## config.mk

```make
export PLATFORM = sky130hd
export DESIGN_NAME = tue_fifo
export DESIGN_NICKNAME = d
export VERILOG_FILES = /design/src/rtl/tue_fifo.sv
export SDC_FILE = /design/constraint.sdc
export NUM_CORES = 1
export LEC_CHECK = 0
export CORE_MARGIN = 1.5
export CORE_UTILIZATION = 45
export CTS_CLUSTER_SIZE = 30
export DETAILED_ROUTE_END_ITERATION = 16
export PLACE_DENSITY_LB_ADDON = 0.05
export SYNTH_ARGS = -nofsm -noshare
export SYNTH_HDL_FRONTEND = slang
export SYNTH_SLANG_ARGS = --single-unit
```

## constraint.sdc

```tcl
create_clock -name i_clk -period 3.86 [get_ports i_clk]
set_input_delay 0.386 -clock i_clk [delete_from_list [all_inputs] [get_ports i_clk]]
set_output_delay 0.386 -clock i_clk [all_outputs]
set_load 0.02 [all_outputs]
```

## src/rtl/tue_fifo.sv

```systemverilog
// tue_fifo: single-clock synchronous FIFO with first-word fall-through output.
// Status outputs (ready/valid/count/thresholds/overflow) are all registered and
// derived from the next-state occupancy, so none of them depends combinationally
// on an input. Storage is a plain register array that is never reset; the
// pointers and count alone define which entries are live.
//
// Handshake: a push happens on an edge where i_push_valid && o_push_ready, a pop
// on an edge where o_pop_valid && i_pop_ready. Neither side may make its valid
// depend on the other side's ready within the same cycle.
module tue_fifo #(
  parameter int WIDTH        = 32,
  parameter int DEPTH        = 8,
  parameter int ALMOST_FULL  = DEPTH - 1,
  parameter int ALMOST_EMPTY = 1
) (
  input  logic                         i_clk,
  input  logic                         i_rst_n,
  input  logic                         i_clear,
  input  logic                         i_push_valid,
  output logic                         o_push_ready,
  input  logic [WIDTH-1:0]             i_push_data,
  output logic                         o_pop_valid,
  input  logic                         i_pop_ready,
  output logic [WIDTH-1:0]             o_pop_data,
  output logic [$clog2(DEPTH+1)-1:0]   o_count,
  output logic                         o_almost_full,
  output logic                         o_almost_empty,
  output logic                         o_overflow
);

  localparam int CW = $clog2(DEPTH + 1);
  localparam int PW = $clog2(DEPTH);
  localparam logic [PW-1:0] LAST_PTR = PW'(DEPTH - 1);
  localparam logic [CW-1:0] FULL_CNT = CW'(DEPTH);
  localparam logic [CW-1:0] AF_CNT   = CW'(ALMOST_FULL);
  localparam logic [CW-1:0] AE_CNT   = CW'(ALMOST_EMPTY);
  // Threshold flag values that correspond to an empty FIFO.
  localparam logic AF_AT_ZERO = (ALMOST_FULL <= 0);
  localparam logic AE_AT_ZERO = (ALMOST_EMPTY >= 0);

  logic [WIDTH-1:0] r_mem [DEPTH];
  logic [PW-1:0]    r_wr_ptr;
  logic [PW-1:0]    r_rd_ptr;
  logic [CW-1:0]    r_count;
  logic             r_push_ready;
  logic             r_pop_valid;
  logic             r_almost_full;
  logic             r_almost_empty;
  logic             r_overflow;

  logic             w_push;
  logic             w_pop;
  logic [PW-1:0]    w_wr_ptr_nxt;
  logic [PW-1:0]    w_rd_ptr_nxt;
  logic [CW-1:0]    w_count_nxt;

  // Next pointers and occupancy; a flush overrides any handshake in the same cycle.
  always_comb begin
    w_push       = i_push_valid && r_push_ready;
    w_pop        = r_pop_valid && i_pop_ready;
    w_wr_ptr_nxt = r_wr_ptr;
    w_rd_ptr_nxt = r_rd_ptr;
    w_count_nxt  = r_count;
    if (i_clear) begin
      w_wr_ptr_nxt = '0;
      w_rd_ptr_nxt = '0;
      w_count_nxt  = '0;
    end else begin
      if (w_push) begin
        w_wr_ptr_nxt = (r_wr_ptr == LAST_PTR) ? '0 : r_wr_ptr + PW'(1);
      end
      if (w_pop) begin
        w_rd_ptr_nxt = (r_rd_ptr == LAST_PTR) ? '0 : r_rd_ptr + PW'(1);
      end
      if (w_push && !w_pop) begin
        w_count_nxt = r_count + CW'(1);
      end else if (!w_push && w_pop) begin
        w_count_nxt = r_count - CW'(1);
      end
    end
  end

  // Control state: pointers, count and registered status flags.
  always_ff @(posedge i_clk) begin
    if (!i_rst_n) begin
      r_wr_ptr       <= '0;
      r_rd_ptr       <= '0;
      r_count        <= '0;
      r_push_ready   <= 1'b1;
      r_pop_valid    <= 1'b0;
      r_almost_full  <= AF_AT_ZERO;
      r_almost_empty <= AE_AT_ZERO;
      r_overflow     <= 1'b0;
    end else begin
      r_wr_ptr       <= w_wr_ptr_nxt;
      r_rd_ptr       <= w_rd_ptr_nxt;
      r_count        <= w_count_nxt;
      r_push_ready   <= (w_count_nxt != FULL_CNT);
      r_pop_valid    <= (w_count_nxt != '0);
      r_almost_full  <= (w_count_nxt >= AF_CNT);
      r_almost_empty <= (w_count_nxt <= AE_CNT);
      if (i_clear) begin
        r_overflow <= 1'b0;
      end else if (i_push_valid && !r_push_ready) begin
        r_overflow <= 1'b1;
      end
    end
  end

  // Storage write; writes are suppressed during reset and flush cycles.
  always_ff @(posedge i_clk) begin
    if (w_push && i_rst_n && !i_clear) begin
      r_mem[r_wr_ptr] <= i_push_data;
    end
  end

  assign o_push_ready   = r_push_ready;
  assign o_pop_valid    = r_pop_valid;
  assign o_pop_data     = r_mem[r_rd_ptr];
  assign o_count        = r_count;
  assign o_almost_full  = r_almost_full;
  assign o_almost_empty = r_almost_empty;
  assign o_overflow     = r_overflow;

endmodule
```

==> results by group <==
Clock tree
  • Clock buffer count from CTS: 28
  • H-tree Lvls: 1
  • TritonCTS clock tree: yes
  • Clock root buffer: clkbuf_16
  • Post-CTS Setup Inserts: 0
  • Hold bufs inserted after CTS: 0
  • Clock latency of the later-clocked register in the worst-skew pair: 0.53 ns
  • CTS resizes: 0
  • Clock sink count: 274
  • Clock transition at the registers of the reported paths: 0.06 ns
  • Maximum clock path buffer count: 3

Timing
  • Clk_skew: 0.00751 ns
  • Setup violation total in the final timing report: 0
  • Tightest slew margin relative to the limit: 26.4%
  • Final Max Tran Viols: 0
  • Share of the clock period used by the worst path after layout: 85.2%
  • Final setup TNS: 0 ns
  • Hold Violations, Final: 0
  • Final setup margin: 0.569 ns
  • Setup repair after global routing missed its margin: no
  • Clock period minus final worst setup slack: 3.29 ns
  • Maximum clock frequency: 304 MHz
  • Slew of the pin with the lowest slew margin: 1.10 ns

Die
  • Core Box Area: 23400 sq um
  • Floorplan die width: 157 um
  • Floorplan die height: 157 um
  • Die area: 24700 sq um
  • Number of top-level design ports: 78
  • Initial cell density of the core: 45.7%
  • Placement row count: 56

Critical path
  • Critical Setup Path Class: reg2out
  • Kind of cell adding the most delay to the critical path: multiplexers
  • Critical register-to-register path startpoint: o_push_ready
  • Kind of launch point of the worst setup path: flip-flop
  • Critical path endpoint category: primary output
  • Critical path arrival: 2.90 ns
  • R2r endpoint: r_mem[4][28]
  • Data required time at the worst endpoint: 3.47 ns
  • Cell count of the worst reg-to-reg path: 4
  • Longest individual stage delay on the worst path: 0.61 ns
  • Worst reg2reg setup slack: 1.76 ns
  • Critical path depth: 4
  • Number of buffers and inverters on the critical path: 2
  • CP max FO: 54
  • Cell Chain, Critical Path: buf_12 > mux4_1 > mux2_2 > clkdlybuf4s50_1
  • Highest-delay cell along the critical path: mux4_1

Finish
  • Storage element area: 8050 sq um
  • Fillers: 1844
  • Number of nets at the end of the flow: 611
  • Fraction of layout instances using a drive strength above 1: 19.2%
  • Total area of multi-input combinational cells: 2550 sq um
  • Area overhead of the layout relative to synthesis: 20.2%
  • Finished Cell Area: 12900 sq um
  • # diodes: 0
  • Final Core Density: 54.9%
  • Number of cells in the finished layout apart from fillers: 909

Yosys
  • Number of synthesized register bits: 274
  • Most used flip-flop cell after synthesis: edfxtp_1
  • Avg Synthesized Cell Area: 22.9 sq um
  • Number of enable-type register cells in the synthesized netlist: 256
  • Synth cell types: 35
  • Part of the Yosys area used for sequential elements: 75.2%
  • Synth Warn #: 0
  • Number of instances in the synthesized netlist: 468
  • Mapped Nets: 511
  • Mapped Area: 10700 sq um
  • Share of synthesized flip-flops with an asynchronous set or reset: 0%

Global routing
  • Wire length of the first global-routing pass: 30.4 mm
  • Total congestion overflow: 0
  • Number of global-route vias before repair: 5227
  • Met1 Usage GRT: 22.3%
  • Met3 demand-to-capacity share in global routing: 3.00%
  • Global routing met2 resource utilization: 29.1%
  • GRT Resource Usage Total: 16.8%
  • Highest-utilization routing layer at the global route stage: met2
  • Pin count of the biggest net entering global routing: 55
  • Initial antenna violation count: 0

Worst hold path
  • Cell depth of the worst hold path: 2
  • Origin of the worst min-delay path: r_rd_ptr[2]
  • Kind of path behind the tightest hold check: reg2reg

Routing
  • DRT Wirelength: 20.0 mm
  • Number of design-rule violations left by the first detailed-router iteration: 259
  • Count of nets left with antenna violations after detail routing: 0
  • Vias per inst: 5.34
  • Routed via count: 4850
  • DRC violations left: 0
  • Avg WL per Cell: 22.0 um
  • Number of detailed-routing iterations run before antenna repair: 4

Power and ir drop
  • Ratio of total power to cell area: 484 nW/um^2
  • Highest ir drop seen on vdd: 351 uV
  • Cell leakage power: 4.10 nW

Placed design
  • Worst Setup Slack post-DPL: 0.974 ns
  • Total instance count after detailed placement: 857
  • Cell area after placement: 11900 sq um
  • Gpl congestion: 0.759
  • DP HPWL: 10.7 mm
  • Port-buffer cells: 77

Flow run
  • Maxcap violations: 0

Status
  • Run status: finished, final reports clean
## logic make-up (layout without fill, tap and decap cells)
logic type	Yosys count	after routing	synth area share (%)
buffers and inverters	23	145	1.38
XOR/XNOR	5	5	0.409
adder cells (fa/ha/maj)	6	6	0.702
multiplexers	97	97	18.9
AND/OR/NAND/NOR	46	46	2.09
AO/OA/AOI/OAI	17	17	1.26
flip-flops	274	274	75.2
## flip-flops by register name (all words and copies together), names as in the netlist, named ones only
register,flops
o_almost_empty,1
o_almost_full,1
o_count,4
o_overflow,1
o_pop_valid,1
o_push_ready,1
r_mem,256
r_rd_ptr,3
r_wr_ptr,3
## how the worst max path moves through the flow
stage | from | end | slack [ns]
6_report | flip-flop | o_pop_data[22] | 0.57
3_3_place_gp | i_clear | r_mem[0][6] | 1.03
3_5_place_dp | i_clear | r_mem[4][29] | 0.97
5_1_grt | flip-flop | o_pop_data[5] | 0.47
4_1_cts | flip-flop | o_pop_data[22] | 0.52
2_1_floorplan | o_push_ready | r_mem[0][0] | 0.16
## layout make-up
class,instances,share of cell area [%]
inverters,3,0.0876
well taps,319,3.11
clock buffers,38,5.99
multi-input cells,171,19.9
clock inverters,14,1.32
repair buffers,90,6.95
flip-flops and latches,274,62.7
## metrics by stage
step | hold slack (ns) | total power [mW]
after global placement | 0.461 | 3.56
after global routing | 0.520 | 6.42
after CTS | 0.484 | 6.28
after floorplan | 0.454 | 3.44
final | 0.482 | 6.22
after detailed placement | 0.474 | 3.56
## synth_stat cells (2+ instances only)
cell type | instances | area (sq um)
edfxtp_1 | 256 | 7690
mux4_1 | 56 | 1470
xnor2_1 | 4 | 35.0
nand3_1 | 3 | 15.0
inv_1 | 3 | 11.3
mux2_2 | 32 | 360
nor3_1 | 5 | 25.0
nand2_2 | 2 | 12.5
clkbuf_1 | 4 | 15.0
buf_1 | 7 | 26.3
nand2_1 | 12 | 45.0
nor2_1 | 13 | 48.8
buf_6 | 8 | 90.1
nand2b_1 | 4 | 25.0
a211oi_1 | 2 | 15.0
ha_1 | 6 | 75.1
mux4_2 | 8 | 180
a21oi_1 | 9 | 45.0
dfxtp_1 | 18 | 360
## cells in the final DEF, fill, tap and decap left out, types with 2 or more instances in the layout
cell             count
nand2b_1             4
nand2_1             12
clkbuf_1             8
xnor2_1              4
a21oi_1              9
nor2_1               7
clkinv_2             7
edfxtp_1           256
clkdlybuf4s50_1     77
clkbuf_16           29
buf_4               11
mux2_2              32
nand2_2              2
nand3_1              3
mux4_2               8
nor3_1               3
nor2_4               6
inv_1                3
nor3_2               2
a211oi_1             2
bufinv_16            4
dfxtp_2              2
mux4_1              56
buf_12               2
clkinv_1             2
ha_1                 6
dfxtp_1             15
## metal layers
metal	share of wire, %	wire length, um	up-vias
met2	51	10200	96
met3	3.8	757	24
li1	-	-	2206
met4	1.7	337	0
met1	44	8710	2524
met5	0	0	-
## power by group
group,internal [mW],switching [mW]
logic,0.108,0.117
clock network,1.66,1.06
registers,3.26,0.00856
## worst reg2reg max path, cell delays in order (launching register included)
cell and delay (ns):
dfxtp_1 0.38, nand2_2 0.16, or3_1 0.50, nor2_4 0.42, buf_4 0.33
Note: power is estimated with default switching activity, not from simulation.
